===== config.mk =====
export PLATFORM = sky130hd
export DESIGN_NAME = mem_arbiter_flat
export DESIGN_NICKNAME = d
export VERILOG_FILES = /design/src/rtl/mem_arbiter_if.sv /design/src/rtl/mem_arbiter.sv /design/src/flat_wrapper.sv
export SDC_FILE = /design/constraint.sdc
export NUM_CORES = 1
export LEC_CHECK = 0
export CAP_MARGIN = 20
export CORE_MARGIN = 10
export CORE_UTILIZATION = 20
export CTS_CLUSTER_DIAMETER = 30
export DETAILED_ROUTE_END_ITERATION = 10
export GPL_ROUTABILITY_DRIVEN = 0
export PLACE_DENSITY = 0.78
export SYNTH_ARGS = -nofsm -noshare
export SYNTH_HDL_FRONTEND = slang
export SYNTH_SLANG_ARGS = --single-unit

===== constraint.sdc =====
create_clock -name CLK -period 1.5 [get_ports CLK]
set_clock_uncertainty 0.1 [all_clocks]
set_input_delay 0.225 -clock CLK [delete_from_list [all_inputs] [get_ports CLK]]
set_output_delay 0.225 -clock CLK [all_outputs]
set_load 0.05 [all_outputs]

===== src/rtl/mem_arbiter_if.sv =====
// Cache-side and RAM-side signal bundle for mem_arbiter.
// "slave" is the arbiter's view; "master" is the caches plus RAM as seen by the arbiter.
interface mem_arbiter_if #(
  parameter int ADDR_W = 32
);
  logic              iREN;
  logic [ADDR_W-1:0] iaddr;
  logic              iwait;
  logic [ADDR_W-1:0] iload;
  logic              dREN;
  logic              dWEN;
  logic [ADDR_W-1:0] daddr;
  logic [ADDR_W-1:0] dstore;
  logic              dwait;
  logic [ADDR_W-1:0] dload;
  logic              ramREN;
  logic              ramWEN;
  logic [ADDR_W-1:0] ramaddr;
  logic [ADDR_W-1:0] ramstore;
  logic [ADDR_W-1:0] ramload;
  logic [1:0]        ramstate;

  modport slave (
    input  iREN, iaddr, dREN, dWEN, daddr, dstore, ramload, ramstate,
    output iwait, iload, dwait, dload, ramREN, ramWEN, ramaddr, ramstore
  );

  modport master (
    output iREN, iaddr, dREN, dWEN, daddr, dstore, ramload, ramstate,
    input  iwait, iload, dwait, dload, ramREN, ramWEN, ramaddr, ramstore
  );
endinterface


===== src/rtl/mem_arbiter.sv =====
// Arbitrates icache and dcache requests onto a single-ported RAM.
// Data wins by default; a saturating starvation counter forces an instruction grant.
module mem_arbiter #(
  parameter int ISTARVE_MAX = 4,
  parameter int ADDR_W      = 32
) (
  input logic           CLK,
  input logic           nRST,
  mem_arbiter_if.slave  bus
);

  localparam logic [1:0] RS_ACCESS  = 2'd2;
  localparam logic [3:0] STARVE_MAX = 4'(ISTARVE_MAX);

  typedef enum logic [1:0] {
    IDLE   = 2'd0,
    IGRANT = 2'd1,
    DGRANT = 2'd2
  } state_e;

  state_e     state_q, state_d;
  logic [3:0] starve_cnt_q, starve_cnt_d;

  logic d_req;
  logic i_force;
  logic ram_access;

  assign d_req      = bus.dREN | bus.dWEN;
  assign ram_access = (bus.ramstate == RS_ACCESS);
  assign i_force    = bus.iREN && (starve_cnt_q == STARVE_MAX);

  always_comb begin
    state_d      = state_q;
    starve_cnt_d = starve_cnt_q;
    case (state_q)
      IDLE: begin
        if (d_req && !i_force) begin
          state_d = DGRANT;
          if (bus.iREN && (starve_cnt_q != STARVE_MAX))
            starve_cnt_d = starve_cnt_q + 4'd1;
        end else if (bus.iREN) begin
          state_d      = IGRANT;
          starve_cnt_d = '0;
        end
      end
      // A dropped request abandons the grant without signalling completion.
      IGRANT: if (!bus.iREN || ram_access) state_d = IDLE;
      DGRANT: if (!d_req || ram_access) state_d = IDLE;
      default: state_d = IDLE;
    endcase
  end

  always_ff @(posedge CLK or negedge nRST) begin
    if (!nRST) begin
      state_q      <= IDLE;
      starve_cnt_q <= '0;
    end else begin
      state_q      <= state_d;
      starve_cnt_q <= starve_cnt_d;
    end
  end

  // Outputs are combinational so completion lands in the ACCESS cycle itself.
  always_comb begin
    bus.iwait    = 1'b1;
    bus.iload    = '0;
    bus.dwait    = 1'b1;
    bus.dload    = '0;
    bus.ramREN   = 1'b0;
    bus.ramWEN   = 1'b0;
    bus.ramaddr  = '0;
    bus.ramstore = '0;
    case (state_q)
      IGRANT: begin
        bus.ramREN  = bus.iREN;
        bus.ramaddr = bus.iaddr;
        if (ram_access && bus.iREN) begin
          bus.iwait = 1'b0;
          bus.iload = bus.ramload;
        end
      end
      DGRANT: begin
        bus.ramREN   = bus.dREN;
        bus.ramWEN   = bus.dWEN;
        bus.ramaddr  = bus.daddr;
        bus.ramstore = bus.dstore;
        if (ram_access && d_req) begin
          bus.dwait = 1'b0;
          if (bus.dREN) bus.dload = bus.ramload;
        end
      end
      default: ;
    endcase
  end

endmodule


===== src/flat_wrapper.sv =====
// flat-port wrapper written by rule: the top's interface ports become plain ports
module mem_arbiter_flat 
#(
  parameter int ISTARVE_MAX = 4,
  parameter int ADDR_W      = 32
)
  (CLK, nRST, bus_iREN, bus_iaddr, bus_dREN, bus_dWEN, bus_daddr, bus_dstore, bus_ramload, bus_ramstate, bus_iwait, bus_iload, bus_dwait, bus_dload, bus_ramREN, bus_ramWEN, bus_ramaddr, bus_ramstore);
  mem_arbiter_if #(.ADDR_W(ADDR_W)) bus_i ();
  input logic CLK;
  input logic nRST;
  input wire logic [$bits(bus_i.iREN)-1:0] bus_iREN;
  input wire logic [$bits(bus_i.iaddr)-1:0] bus_iaddr;
  input wire logic [$bits(bus_i.dREN)-1:0] bus_dREN;
  input wire logic [$bits(bus_i.dWEN)-1:0] bus_dWEN;
  input wire logic [$bits(bus_i.daddr)-1:0] bus_daddr;
  input wire logic [$bits(bus_i.dstore)-1:0] bus_dstore;
  input wire logic [$bits(bus_i.ramload)-1:0] bus_ramload;
  input wire logic [$bits(bus_i.ramstate)-1:0] bus_ramstate;
  output wire logic [$bits(bus_i.iwait)-1:0] bus_iwait;
  output wire logic [$bits(bus_i.iload)-1:0] bus_iload;
  output wire logic [$bits(bus_i.dwait)-1:0] bus_dwait;
  output wire logic [$bits(bus_i.dload)-1:0] bus_dload;
  output wire logic [$bits(bus_i.ramREN)-1:0] bus_ramREN;
  output wire logic [$bits(bus_i.ramWEN)-1:0] bus_ramWEN;
  output wire logic [$bits(bus_i.ramaddr)-1:0] bus_ramaddr;
  output wire logic [$bits(bus_i.ramstore)-1:0] bus_ramstore;
  assign bus_i.iREN = bus_iREN;
  assign bus_i.iaddr = bus_iaddr;
  assign bus_i.dREN = bus_dREN;
  assign bus_i.dWEN = bus_dWEN;
  assign bus_i.daddr = bus_daddr;
  assign bus_i.dstore = bus_dstore;
  assign bus_i.ramload = bus_ramload;
  assign bus_i.ramstate = bus_ramstate;
  assign bus_iwait = bus_i.iwait;
  assign bus_iload = bus_i.iload;
  assign bus_dwait = bus_i.dwait;
  assign bus_dload = bus_i.dload;
  assign bus_ramREN = bus_i.ramREN;
  assign bus_ramWEN = bus_i.ramWEN;
  assign bus_ramaddr = bus_i.ramaddr;
  assign bus_ramstore = bus_i.ramstore;
  mem_arbiter #(.ISTARVE_MAX(ISTARVE_MAX), .ADDR_W(ADDR_W)) u_core (.CLK(CLK), .nRST(nRST), .bus(bus_i));
endmodule

==> results of run 1 <==
## flip-flops by register name, indices dropped and copies added (netlist names)
signal               flops
u_core.starve_cnt_q      4
u_core.state_q           2
## timing repair
| item | 4_1_cts | 5_1_grt |
|---|---|---|
| pin swaps | 14 | 20 |
| resized for setup | 26 | 38 |
| setup endpoints to repair | 135 | 138 |
| gates cloned | 8 | 1 |
| hold endpoints to repair | 0 | 0 |
| buffers inserted | 5 | 6 |
## worst max-delay path, stage by stage (launching register included)
cell     delay [ps]
dfrtp_1         400
buf_4           150
ha_4            190
buf_12          170
a22oi_1         290
nor2b_4          80
buf_12          150
## cell type report
| type | instances | area, µm² | share of cell area [%] |
|---|---|---|---|
| timing repair buffer | 301 | 4410 | 63.9 |
| inverter | 7 | 26.3 | 0.380 |
| clock buffer | 3 | 41.3 | 0.597 |
| tap | 102 | 128 | 1.85 |
| multi-input combinational | 207 | 2150 | 31.1 |
| antenna | 1 | 2.50 | 0.0362 |
| sequential | 6 | 150 | 2.17 |
## Yosys cell counts, types with 2 or more instances
master	instances
and2_1	65
dfrtp_1	6
nand3_1	4
clkbuf_1	11
nand2_1	7
buf_6	2
o21ai_0	3
clkbuf_2	5
buf_2	6
ha_1	5
nor2b_1	33
a22oi_1	32
and3_1	32
a21boi_0	2
inv_1	7
o211ai_1	3
o21a_1	2
## report_power, final
| part | internal, µW | switching (µW) | total, µW |
|---|---|---|---|
| Clock | 173 | 74.8 | 248 |
| Combinational | 5780 | 5530 | 11300 |
| Sequential | 237 | 71.5 | 309 |
## path summary, 6_finish.rpt
| kind | cells past startpoint | from | to |
|---|---|---|---|
| max in group asynchronous | 1 | nRST | u_core.starve_cnt_q[1] |
| worst max-delay path | 6 | u_core.state_q[0] | bus_ramaddr[24] |
| worst min-delay path | 1 | nRST | u_core.state_q[0] |
| worst min register to register | 2 | u_core.starve_cnt_q[1] | u_core.starve_cnt_q[1] |
| min in group CLK | 2 | u_core.starve_cnt_q[1] | u_core.starve_cnt_q[1] |
| worst max register to register | 7 | u_core.state_q[0] | u_core.state_q[0] |
## logic make-up (layout without fill, tap and decap cells)
family                     Yosys count  in the layout  synth area share (%)
and+or+nand+nor                    152            156                  57.3
buffers and inverters               32            311                  9.12
other                                0              1                     0
AOI/OAI and AO/OA                   46             46                  20.5
DFF                                  6              6                  9.20
adders and majority gates            5              5                  3.83
## routing by layer
layer  vias up  GRT usage, %  wire [µm]
met5         -             0          7
met4         2          4.04        333
met3        18          7.66       1520
met2       151          45.6       9120
met1      1448          22.5       5430
li1       1399             -          -
## metrics by stage
step | power [µW] | util [%] | hold WS (ps) | instance area, µm²
4_1_cts | 11400 | 84.9 | 147 | 6660
2_1_floorplan | 6190 | - | -171 | 2310
6_report | 11900 | 88.1 | 148 | 6910
3_3_place_gp | 10400 | 81.3 | 379 | 6380
3_5_place_dp | 10500 | 81.3 | 387 | 6380
5_1_grt | 12300 | 88.1 | 153 | 6910
==> flow_metrics.tcl, run 1 <==
set metrics [dict create \
    status "finished with violations" \
    violations "setup timing" \
    ys_warn_count 0 \
    dp_cells 603 \
    fp-row-count 32 \
    worstSkewPairLatency_ps 230 \
    hold_class "primary input to asynchronous set/reset pin" \
    cts_max_level 1 \
    syn_inst 241 \
    synth_top_flop_cell "dfrtp_1" \
    fin_crit_ps 2000 \
    p_leak_uw 0.00278 \
    synth_area_leaders "and2_1, a22oi_1, nor2b_1" \
    synth_top_area_cell "and2_1" \
    clock-sinks 6 \
    path_class "flip-flop to output pin" \
    fmax_ghz 0.500 \
    grtUsageTotal_pct 23.0 \
    worst_slack_ps -500 \
    yosys_register_bits 6 \
    final_antenna_net_count 0 \
    required_ps 1170 \
    layout.nets 666 \
    drv_cap 0 \
    port_buffers 266 \
    grt_max_degree 42 \
    critical_path_arrival_ps 1680 \
    fin_cells 627 \
    synth_top_cell_area_share_pct 24.9 \
    grt_overflow 0 \
    slew_viol_final 0 \
    dp_hpwl_mm 12.4 \
    synth_cell_types 33 \
    max_slew.worst_pin.slew_ps 317 \
    die_h_um 110 \
    clockRootBuffer "clkbuf_8" \
    vdd_drop_max_uv 1350 \
    synthArstFlopShare_pct 100 \
    area_growth_pct 323 \
    place_ws_ps -380 \
    seq_area_frac_synth_pct 9.20 \
    drt_iter0_markers 81 \
    initial_utilization_pct 20.8 \
    clock_path_buffers 2 \
    synth_edf_count 0 \
    rsz0062_at_grt "true" \
    fin_setup_tns_ps -53790 \
    drive_gt1_share_pct 66.4 \
    wl_per_cell_um 26.2 \
    start_kind "flip-flop" \
    p_per_area_nw_per_um2 1720 \
    maxSlewHeadroom_pct 78.9 \
    most-common-layout-cells "buf_12, clkdlybuf4s50_1, and2_4" \
    fillers 336 \
    ioPinCount 267 \
    worstSetupEndpointType "output pin" \
    antenna_found_initial 2 \
    finalSetupViolations 135 \
    grt_pass1_vias 3282 \
    syn_nets 381 \
    dr_total_vias 3018 \
    r2r_slack_ps -340 \
    cts_buffers 3 \
    crit_path_max_fanout 21 \
    grt_pass1_wl_mm 21.1 \
    coreArea_um2 7850 \
    via_per_inst 4.81 \
    cts_hold_buffers 0 \
    dr.pass1.iters 4 \
    final_common_cell "buf_12" \
    die_w_um 110 \
    die_area_um2 12200 \
    cts_tree "built" \
    synth_area_um2 1630 \
    synth_area_per_cell_um2 6.78 \
    fin_crit_sh_pct 133 \
    hold_violations 0 \
    drc 0 \
    path_clk_slew_ps 40 \
    routed_wl_mm 16.4 \
]
Power figures use the tool's default switching activity.
==> inputs of run 2 (changes only) <==
- SKIP_CTS_REPAIR_TIMING: not set -> 1
==> flow_metrics.tcl, run 2 (same netlist as run 1, synthesis figures left out) <==
set metrics [dict create \
    initial_utilization_pct 20.8 \
    stdcell_area_um2 7050 \
    cts_tree "built" \
    path_class "flip-flop to output pin" \
    p_per_area_nw_per_um2 1760 \
    fp-row-count 32 \
    worstSetupEndpointType "output pin" \
    dr_total_vias 3150 \
    wl_per_cell_um 27.1 \
    grt_overflow 0 \
    p_leak_uw 0.00285 \
    fin_setup_tns_ps -55640 \
    slew_viol_final 0 \
    grt.met3_usage_pct 7.66 \
    largest_reg_flops 4 \
    final_common_cell "buf_12" \
    fin_crit_sh_pct 137 \
    antenna_found_initial 1 \
    die_area_um2 12200 \
    worstSkewPairLatency_ps 230 \
    required_ps 1170 \
    ioPinCount 267 \
    coreArea_um2 7850 \
    violations "setup timing" \
    reg.largest.list "u_core.starve_cnt_q (4), u_core.state_q (2)" \
    area_growth_pct 332 \
    grt_pass1_wl_mm 19.6 \
    status "finished with violations" \
    dp_hpwl_mm 12.4 \
    crit_path_max_fanout 21 \
    path_clk_slew_ps 40 \
    drive_gt1_share_pct 67.8 \
    fin_crit_ps 2050 \
    grtUsageTotal_pct 21.1 \
    layout.nets 670 \
    hold_violations 0 \
    final_antenna_net_count 0 \
    die_h_um 110 \
    vdd_drop_max_uv 1420 \
    fillers 305 \
    fmax_ghz 0.488 \
    start_kind "flip-flop" \
    finalSetupViolations 135 \
    grtUsageMet2_pct 42.2 \
    dr.pass1.iters 4 \
    top_register "u_core.starve_cnt_q" \
    die_w_um 110 \
    most-common-layout-cells "buf_12, clkdlybuf4s50_1, and2_4" \
    max_slew.worst_pin.slew_ps 348 \
    critical_path_arrival_ps 1720 \
    use_met1_pct 19.8 \
    drv_cap 0 \
    hold_class "primary input to asynchronous set/reset pin" \
    rsz0062_at_grt "true" \
    placed_area_um2 6380 \
    diodes 0 \
    routed_wl_mm 17.1 \
    busiest_layer "met2" \
    drt_iter0_markers 103 \
    clock-sinks 6 \
    clockRootBuffer "clkbuf_8" \
    port_buffers 266 \
    grt_max_degree 42 \
    clock_path_buffers 2 \
    cts_max_level 1 \
    via_per_inst 5.00 \
    cts_buffers 3 \
    drc 0 \
    fin_cells 630 \
    dp_cells 603 \
    maxSlewHeadroom_pct 76.8 \
    worst_slack_ps -549 \
    grt_pass1_vias 3149 \
]
[run 2: changes by cell type in the layout (fill, tap and decap cells not counted), moves of 3 or more]
cell | before | now
a22oi_2 | 27 | 30
clkbuf_16 | 1 | 7
dlymetal6s2s_1 | 0 | 3
buf_16 | 3 | 0
a22oi_1 | 5 | 2
[run 2: final cells by class]
type	count	area (µm²)	share of cell area, %
clock buffers	3	41.3	0.586
multi-input cells	207	2200	31.2
repair buffers	305	4500	63.9
inverters	7	26.3	0.373
flip-flops and latches	6	150	2.13
well taps	102	128	1.81
[run 2: final timing paths]
kind                                   startpoint                endpoint  slack, ps  depth (start not counted)
hold / removal                               nRST       u_core.state_q[0]        140                          1
min in group CLK           u_core.starve_cnt_q[1]  u_core.starve_cnt_q[1]        460                          2
setup / recovery                u_core.state_q[0]         bus_ramaddr[17]       -550                          6
setup reg to reg                u_core.state_q[0]       u_core.state_q[0]       -210                          6
hold reg to reg            u_core.starve_cnt_q[1]  u_core.starve_cnt_q[1]        460                          2
max in group asynchronous                    nRST  u_core.starve_cnt_q[1]        940                          1
[run 2: layer usage]
metal  vias up  share of wire (%)  routed length, µm
met5         -              0.076                 13
met4         2                3.3                558
met3        36                9.9               1690
met2       174                 55               9460
met1      1523                 31               5340
li1       1415                  -                  -
[run 2: stage by stage]
step | util [%] | hold slack (ps) | setup slack [ps] | total power [µW]
final | 89.8 | 142 | -549 | 12400
after global routing | 89.8 | 153 | -588 | 12800
after CTS | 81.8 | 147 | -573 | 10800
after detailed placement | 81.3 | 387 | -380 | 10500
after global placement | 81.3 | 379 | -333 | 10400
after floorplan | - | -171 | -188 | 6190
[run 2: power by group]
part | leakage, µW | total (µW) | switching, µW | internal [µW]
Combinational | 0.00275 | 11800 | 5730 | 6110
Sequential | 0.0000750 | 319 | 81.9 | 237
Clock | 0.0000216 | 253 | 79.8 | 173
Total | 0.00285 | 12400 | 5890 | 6520
[run 2: worst max-delay path, stage by stage, from the launching register on]
cell and delay, ps:
dfrtp_1 390, buf_4 150, ha_4 190, buf_12 180, a22oi_1 330, nor2b_4 80, buf_12 160
==> inputs of run 3 (changes only) <==
- SLEW_MARGIN: not set -> 20
==> results of run 3 <==
Same layout as run 2: the final DEF is identical, and so are final timing and power.
